[src/rtl/mch3d_cmd_pkg.sv]
// mch3d_cmd_pkg
//   Shared definitions for the command path between the SPI command FIFO and
//   the render pipeline: opcode constants, the widest argument payload, the
//   parser state encoding and the opcode lookup result record.
package mch3d_cmd_pkg;

  // Widest argument payload any opcode may carry (bytes).
  localparam int MAX_ARGS = 8;

  // Opcode constants.
  localparam logic [7:0] OP_NOP        = 8'h00;
  localparam logic [7:0] OP_CLEAR      = 8'h10;
  localparam logic [7:0] OP_VERTEX     = 8'h20;
  localparam logic [7:0] OP_TRIANGLE   = 8'h21;
  localparam logic [7:0] OP_MATRIX_ROW = 8'h30;
  localparam logic [7:0] OP_PIPE_RESET = 8'hFF;

  // Parser framing states.
  typedef enum logic [1:0] {
    IDLE = 2'd0,
    ARGS = 2'd1,
    EMIT = 2'd2
  } parser_state_t;

  // Result of an opcode lookup.
  typedef struct packed {
    logic       known;
    logic       nop;
    logic [3:0] length;
  } cmd_info_t;

endpackage

[src/rtl/cmd_length_lut.sv]
// cmd_length_lut
//   Combinational opcode decoder returning whether the opcode is recognised,
//   whether it is the NOP filler, and how many argument bytes follow it.
//   Kept separate so other command consumers can share the same table.
// Ports:
//   opcode  in   8  opcode byte to classify
//   info    out  6  {known, nop, length[3:0]}
module cmd_length_lut
  import mch3d_cmd_pkg::*;
(
  input  logic [7:0] opcode,
  output cmd_info_t  info
);

  always_comb begin
    info = '{known: 1'b1, nop: 1'b0, length: 4'd0};
    case (opcode)
      OP_NOP:        info.nop    = 1'b1;
      OP_CLEAR:      info.length = 4'd3;
      OP_VERTEX:     info.length = 4'd6;
      OP_TRIANGLE:   info.length = 4'd0;
      OP_MATRIX_ROW: info.length = 4'd8;
      OP_PIPE_RESET: info.length = 4'd0;
      default:       info.known  = 1'b0;
    endcase
  end

endmodule

[src/rtl/command_parser.sv]
// command_parser
//   Pops bytes from the first-word-fall-through command FIFO, frames them into
//   opcode + fixed-length argument commands and presents each complete command
//   to the render pipeline on a valid/ready handshake. SPI chip-select framing
//   is invisible here, so a command may straddle CS frames.
//
//   Optional feature macro: CMD_TIMEOUT_EN
//     When defined, a command starved of argument bytes for TIMEOUT_CYCLES
//     cycles is dropped with a cmd_error pulse. When undefined, the parser
//     waits for argument bytes indefinitely.
//
// Ports:
//   clk          in   1           system clock
//   rst_n        in   1           asynchronous active-low reset
//   fifo_rddata  in   8           FIFO head byte, valid while fifo_empty=0
//   fifo_empty   in   1           FIFO empty flag
//   fifo_pop     out  1           consume head byte this cycle
//   cmd_valid    out  1           command available
//   cmd_ready    in   1           downstream accepts
//   cmd_opcode   out  8           opcode of presented command
//   cmd_args     out  MAX_ARGS*8  argument bytes, byte i at [8*i+:8], unused 0
//   cmd_nargs    out  4           number of valid argument bytes
//   cmd_error    out  1           one-cycle pulse on unknown opcode / timeout
module command_parser #(
  parameter int MAX_ARGS       = mch3d_cmd_pkg::MAX_ARGS,
  parameter int TIMEOUT_CYCLES = 1024
) (
  input  logic                  clk,
  input  logic                  rst_n,
  input  logic [7:0]            fifo_rddata,
  input  logic                  fifo_empty,
  output logic                  fifo_pop,
  output logic                  cmd_valid,
  input  logic                  cmd_ready,
  output logic [7:0]            cmd_opcode,
  output logic [MAX_ARGS*8-1:0] cmd_args,
  output logic [3:0]            cmd_nargs,
  output logic                  cmd_error
);

  import mch3d_cmd_pkg::*;

  parser_state_t state;
  parser_state_t state_next;
  cmd_info_t     info;
  logic [3:0]    arg_cnt;
  logic          load_cmd;
  logic          store_arg;
  logic          error_next;

  cmd_length_lut u_lut (
    .opcode (fifo_rddata),
    .info   (info)
  );

`ifdef CMD_TIMEOUT_EN
  localparam int STARVE_W = $clog2(TIMEOUT_CYCLES + 1);
  // Expiry fires on the starved cycle that would take the count to TIMEOUT_CYCLES.
  localparam logic [STARVE_W-1:0] STARVE_LIMIT = STARVE_W'(TIMEOUT_CYCLES - 1);

  logic [STARVE_W-1:0] starve_cnt;

  // Counts consecutive starved cycles in ARGS; any pop or leaving ARGS clears it.
  always_ff @(posedge clk or negedge rst_n) begin
    if (!rst_n) begin
      starve_cnt <= '0;
    end else if (state == ARGS && fifo_empty) begin
      starve_cnt <= starve_cnt + STARVE_W'(1);
    end else begin
      starve_cnt <= '0;
    end
  end
`endif

  // State register.
  always_ff @(posedge clk or negedge rst_n) begin
    if (!rst_n) begin
      state <= IDLE;
    end else begin
      state <= state_next;
    end
  end

  // Next-state and pop decision. The FIFO head is only consumed in IDLE and
  // ARGS so a pending command in EMIT back-pressures the FIFO.
  always_comb begin
    state_next = state;
    fifo_pop   = 1'b0;
    load_cmd   = 1'b0;
    store_arg  = 1'b0;
    error_next = 1'b0;
    case (state)
      IDLE: begin
        if (!fifo_empty) begin
          fifo_pop = 1'b1;
          if (!info.nop) begin
            if (!info.known) begin
              error_next = 1'b1;
            end else begin
              load_cmd   = 1'b1;
              state_next = (info.length == 4'd0) ? EMIT : ARGS;
            end
          end
        end
      end
      ARGS: begin
        if (!fifo_empty) begin
          fifo_pop  = 1'b1;
          store_arg = 1'b1;
          if (arg_cnt == cmd_nargs - 4'd1) begin
            state_next = EMIT;
          end
        end
`ifdef CMD_TIMEOUT_EN
        else if (starve_cnt == STARVE_LIMIT) begin
          error_next = 1'b1;
          state_next = IDLE;
        end
`endif
      end
      EMIT: begin
        if (cmd_ready) begin
          state_next = IDLE;
        end
      end
      default: state_next = IDLE;
    endcase
  end

  assign cmd_valid = (state == EMIT);

  // Command datapath. A new opcode clears the whole argument field so bytes
  // past cmd_nargs always read as zero.
  always_ff @(posedge clk or negedge rst_n) begin
    if (!rst_n) begin
      cmd_error  <= 1'b0;
      cmd_opcode <= '0;
      cmd_args   <= '0;
      cmd_nargs  <= '0;
      arg_cnt    <= '0;
    end else begin
      cmd_error <= error_next;
      if (load_cmd) begin
        cmd_opcode <= fifo_rddata;
        cmd_args   <= '0;
        cmd_nargs  <= info.length;
        arg_cnt    <= '0;
      end else if (store_arg) begin
        for (int i = 0; i < MAX_ARGS; i++) begin
          if (arg_cnt == 4'(i)) begin
            cmd_args[8*i +: 8] <= fifo_rddata;
          end
        end
        arg_cnt <= arg_cnt + 4'd1;
      end
    end
  end

endmodule
[config.mk]
export PLATFORM = sky130hd
export DESIGN_NAME = command_parser
export DESIGN_NICKNAME = d
export VERILOG_FILES = /design/src/rtl/mch3d_cmd_pkg.sv /design/src/rtl/cmd_length_lut.sv /design/src/rtl/command_parser.sv
export SDC_FILE = /design/constraint.sdc
export NUM_CORES = 1
export LEC_CHECK = 0
export ABC_AREA = 1
export CAP_MARGIN = 20
export CORE_ASPECT_RATIO = 1.1
export CORE_MARGIN = 2
export CORE_UTILIZATION = 35
export DETAILED_ROUTE_END_ITERATION = 7
export PLACE_DENSITY = 0.66
export SLEW_MARGIN = 20
export SYNTH_ARGS = -nofsm -noshare
export SYNTH_HDL_FRONTEND = slang
export SYNTH_HIERARCHICAL = 1
export SYNTH_SLANG_ARGS = --single-unit
[constraint.sdc]
create_clock -name clk -period 3.7 [get_ports clk]
set_input_delay 0.555 -clock clk [delete_from_list [all_inputs] [get_ports clk]]
set_output_delay 0.555 -clock clk [all_outputs]
set_load 0.005 [all_outputs]
* Word-level counts from Yosys, hierarchy flattened
Index checks and enable logic that the tools add are counted.
Word-level totals: bits in registers 83, input bits 12, word-level logic and storage cells 94
Cells by class: add/sub/neg operators 2, eq/ne operators 21, mux-type cells 34, reductions and logical operators 24
Operators by type and width (count):
- two-way mux 64 bit | 2
- two-way mux 8 bit | 8
- == test 8 x 6 -> 1 bit (second input constant) | 3
- nonzero test 2 bit | 9
- == test 4 x 3 -> 1 bit (second input constant) | 4
- AND reduction 2 bit | 8
- two-way mux 2 bit | 7
- two-way mux 1 bit | 13
- case mux 4 bit (3 select lines) | 1
- != test 2 bit (second input constant) | 5
- == test 4 x 2 -> 1 bit (second input constant) | 2
- == test 8 x 5 -> 1 bit (second input constant) | 1
- == test 8 bit (second input constant) | 1
- logical NOT 4 bit | 2
- logical NOT 8 bit | 1
- two-way mux 4 bit | 2
- case mux 2 bit (3 select lines) | 1
- AND reduction 6 bit | 1
- OR reduction 6 bit | 1
- adder 4 x 1 -> 4 bit (second input constant) | 1
- == test 4 x 1 -> 1 bit (second input constant) | 1
- == test 4 bit | 1
- subtractor 4 x 1 -> 4 bit (second input constant) | 1
- == test 2 x 1 -> 1 bit (second input constant) | 1
- 4 further kinds | 4

* Depth between registers and ports, before layout
depth in word-level cells 9, gate-level depth with buffers 15, mapped depth without buffers 13

* Modules after synthesis
The synthesis kept the hierarchy.
Modules (own cells, without submodules):
- command_parser | times used 1, cells an instance 409, area each 3636.0 sq um, sequential area each 2077.0 sq um
- cmd_length_lut | times used 1, cells an instance 35, area each 158.9 sq um, sequential area each 0.0 sq um

* Worst setup path before layout
Ideal clock, no wire load.
kind input to register, start input fifo_rddata[0], end register cmd_args[22], library setup time 0.121 ns, arrival 1.978 ns, data required time 3.579 ns, path slack 1.601 ns, stages on the path 14, path buffers 2, cell sequence nor2_1 nand2_2 nor2_2 nor2_1 nand3_2 inv_1 nor3_2 nand3_2 buf_6 buf_6 nand2_2 inv_1 nand2_1 o21ai_1
RTL lines:
- from (decl) | RTL line command_parser.sv:30 | input logic [7:0] fifo_rddata,
- to (signal, indexed assignment) | RTL line command_parser.sv:151 | cmd_args[8*i +: 8] <= fifo_rddata;
- to (decl) | RTL line command_parser.sv:36 | output logic [MAX_ARGS*8-1:0] cmd_args,

==> results.sh <==
export IMPL_antennaDiodeCount=0
export IMPL_clockBufferDepth=2
export IMPL_gp_congestion=0.7994
export IMPL_p_leak_nw=2.428
export IMPL_cts_hold_buffers=0
export IMPL_synthToLayoutAreaGrowth_pct=33.56
export IMPL_viasPerCell=4.586
export IMPL_gr_total_overflow=0
export IMPL_dp_cells=666
export IMPL_cts_resized=0
export IMPL_ys_types=26
export IMPL_start_kind="input pin"
export IMPL_synth_top_family_by_area="simple AND/OR/NAND/NOR gates"
export IMPL_post_place_ws_ns=0.7500
export IMPL_synthAdderAreaFrac_pct=1.649
export IMPL_muxShareOfSynthArea_pct=0
export IMPL_wl_per_cell_microns=13.43
export IMPL_rsz0062_at_grt="false"
export IMPL_synth_xor_area_share_pct=0
export IMPL_post_cts_buffers=0
export IMPL_synth_fp_nets=461
export IMPL_synth_area_sq_um=3795
export IMPL_drt_first_pass_iters=4
export IMPL_period_share_pct=70.86
export IMPL_ys_seq_area_share_pct=54.73
export IMPL_die_w_microns=103.3
export IMPL_setup_tns_final_ns=0
export IMPL_synthArstFlopShare_pct=100.0
export IMPL_synth_simple_gate_area_share_pct=21.33
export IMPL_synth_compound_area_share_pct=12.07
export IMPL_syn_inst=444
export IMPL_holdCritPathClass="input pin to async pin"
export IMPL_layout_drive_gt1_share_pct=7.807
export IMPL_synthTopCellsByCount="nand2_1, dfrtp_1, inv_1"
export IMPL_synth_edf_count=0
export IMPL_path_class="input pin to flip-flop"
export IMPL_rows=39
export IMPL_grt_pass1_wl_microns=14570
export IMPL_tightest_slew_ns=0.7622
export IMPL_io_pins=91
export IMPL_crit_path_end_kind="flip-flop"
export IMPL_grtUsageTotal_pct=16.23
export IMPL_crit_fanout=16
export IMPL_clkTransAtPathRegs_ns=0.06
export IMPL_yosys_top_cells_area="dfrtp_1, nand2_1, inv_1, o21ai_0, o21ai_1"
export IMPL_drtIter0Drc=237
export IMPL_h_tree_depth=3
export IMPL_die_h_microns=113.2
export IMPL_min_period_ns=2.622
export IMPL_fin_nets=551
export IMPL_fin_worst_skew_ns=0.003442
export IMPL_maxCapViolations=0
export IMPL_setup_viol=0
export IMPL_outcome="complete, no violations"
export IMPL_drc_errors=0
export IMPL_yosysMostFrequentCell="nand2_1"
export IMPL_start_util_pct=36.17
export IMPL_dp_hpwl_microns=6549
export IMPL_powerDensity_nw_per_um2=687.4
export IMPL_cts_buffers=9
export IMPL_cts_root_buf="clkbuf_16"
export IMPL_insertion_delay_ns=0.33
export IMPL_yosysWarnings=6
export IMPL_ys_ff_latch=83
export IMPL_hold_violations=0
export IMPL_worst_endpoint_arrival_ns=2.82
export IMPL_drt_total_wl_microns=9149
export IMPL_cts_num_sinks=83
export IMPL_antenna_found_initial=0
export IMPL_finalMaxSlewViolations=0
export IMPL_hold_ws_ns=0.2460
export IMPL_grt_pass1_vias=2982
export IMPL_slew_headroom_pct=49.18
export IMPL_yosysTopAreaCellShare_pct=54.73
export IMPL_vias=3123
export IMPL_crit_required_ns=3.90
export IMPL_die_area_sq_um=11690
export IMPL_max_freq_mhz=381.4
export IMPL_grt_max_degree=84
export IMPL_numPortBuffers=90
export IMPL_synth_flop_cell="dfrtp_1"
export IMPL_ant_nets=0
export IMPL_layout_setup_ws_ns=1.078
export IMPL_fin_cells=681
export IMPL_peakVddDrop_mv=0.2238
export IMPL_avgSynthCellArea_sq_um=8.547
export IMPL_core_sq_um=10490
export IMPL_cts_tree="done"
export IMPL_yosys_area_top_type="dfrtp_1"
==> cells by family after synthesis <==
kind of cell,count (synthesis)
adder cells (fa/ha/maj),5
AO/OA/AOI/OAI,80
AND/OR/NAND/NOR,192
flip-flops,83
buffers and inverters,84
==> sequential cells by signal, indices dropped and copies added (netlist names) <==
| register | flops |
|---|---|
| cmd_args | 64 |
| state | 2 |
| cmd_nargs | 4 |
| cmd_opcode | 8 |
| arg_cnt | 4 |
| cmd_error | 1 |
==> worst max-delay path, stage by stage <==
cell,delay (ns)
clkdlybuf4s50_1,0.50
nor2_1,0.19
nand2_2,0.12
nor2_2,0.20
nor2_1,0.09
nand3_2,0.09
inv_1,0.05
nor3_2,0.12
nand3_2,0.23
inv_2,0.30
nor2_2,0.19
nand2_1,0.10
o21ai_0,0.08
==> through the flow <==
stage,area (sq um),util [%],total power (W)
6_report,5069,48.31,0.003484
5_1_grt,5069,48.31,0.003710
4_1_cts,5065,48.28,0.003518
3_5_place_dp,4762,45.39,0.002598
3_3_place_gp,4762,45.39,0.002571
2_1_floorplan,3795,-,0.001827
==> area by class of cell <==
cell class / instances / area (sq um)
multi-input combinational: 277 / 1330
clock inverter: 4 / 50.05
clock buffer: 11 / 252.7
fill: 1018 / 5423
sequential: 83 / 2077
inverter: 72 / 270.3
timing repair buffer: 91 / 909.6
tap: 143 / 178.9
==> placed cells by master, fill, tap and decap left out, types with 2 or more instances in the layout <==
master	synthesis	final
a21oi_1	5	5
clkbuf_16	0	9
clkbuf_8	0	2
clkdlybuf4s50_1	0	89
clkinvlp_4	0	2
dfrtp_1	83	83
ha_1	5	5
inv_1	69	69
inv_2	2	2
nand2_1	137	137
nand2_2	3	3
nand3_1	7	7
nand3_2	2	2
nor2_1	22	22
nor2_2	11	11
nor3_1	5	5
o21ai_0	50	50
o21ai_1	20	20
o21ai_4	2	2
o31ai_4	2	2
==> final timing paths <==
check	startpoint	end	slack, ns	cells after the start
worst min-delay path	rst_n	cmd_args[15]$_DFFE_PN0P_	0.25	1
worst min register to register	cmd_opcode[4]$_DFFE_PN0P_	cmd_opcode[4]$_DFFE_PN0P_	0.48	2
min in group clk	cmd_opcode[4]$_DFFE_PN0P_	cmd_opcode[4]$_DFFE_PN0P_	0.48	2
worst max register to register	state[1]$_DFFE_PN0P_	cmd_args[15]$_DFFE_PN0P_	1.98	5
worst max-delay path	fifo_rddata[0]	cmd_args[39]$_DFFE_PN0P_	1.08	13
max in group asynchronous	rst_n	cmd_opcode[4]$_DFFE_PN0P_	2.91	1
==> per-layer routing <==
| metal | GRT usage (%) | share of wire (%) |
|---|---|---|
| met2 | 26.41 | 48 |
| met5 | 0 | 0 |
| met4 | 6.930 | 1.9 |
| met3 | 2.656 | 4.2 |
| met1 | 21.26 | 46 |
==> report_power, final <==
group	switching [W]	total, W	internal, W
Clock	0.000356	0.000910	0.000554
Combinational	0.000448	0.00113	0.000678
Sequential	0.000218	0.00145	0.00123
Note: power is estimated with default switching activity, not from simulation.
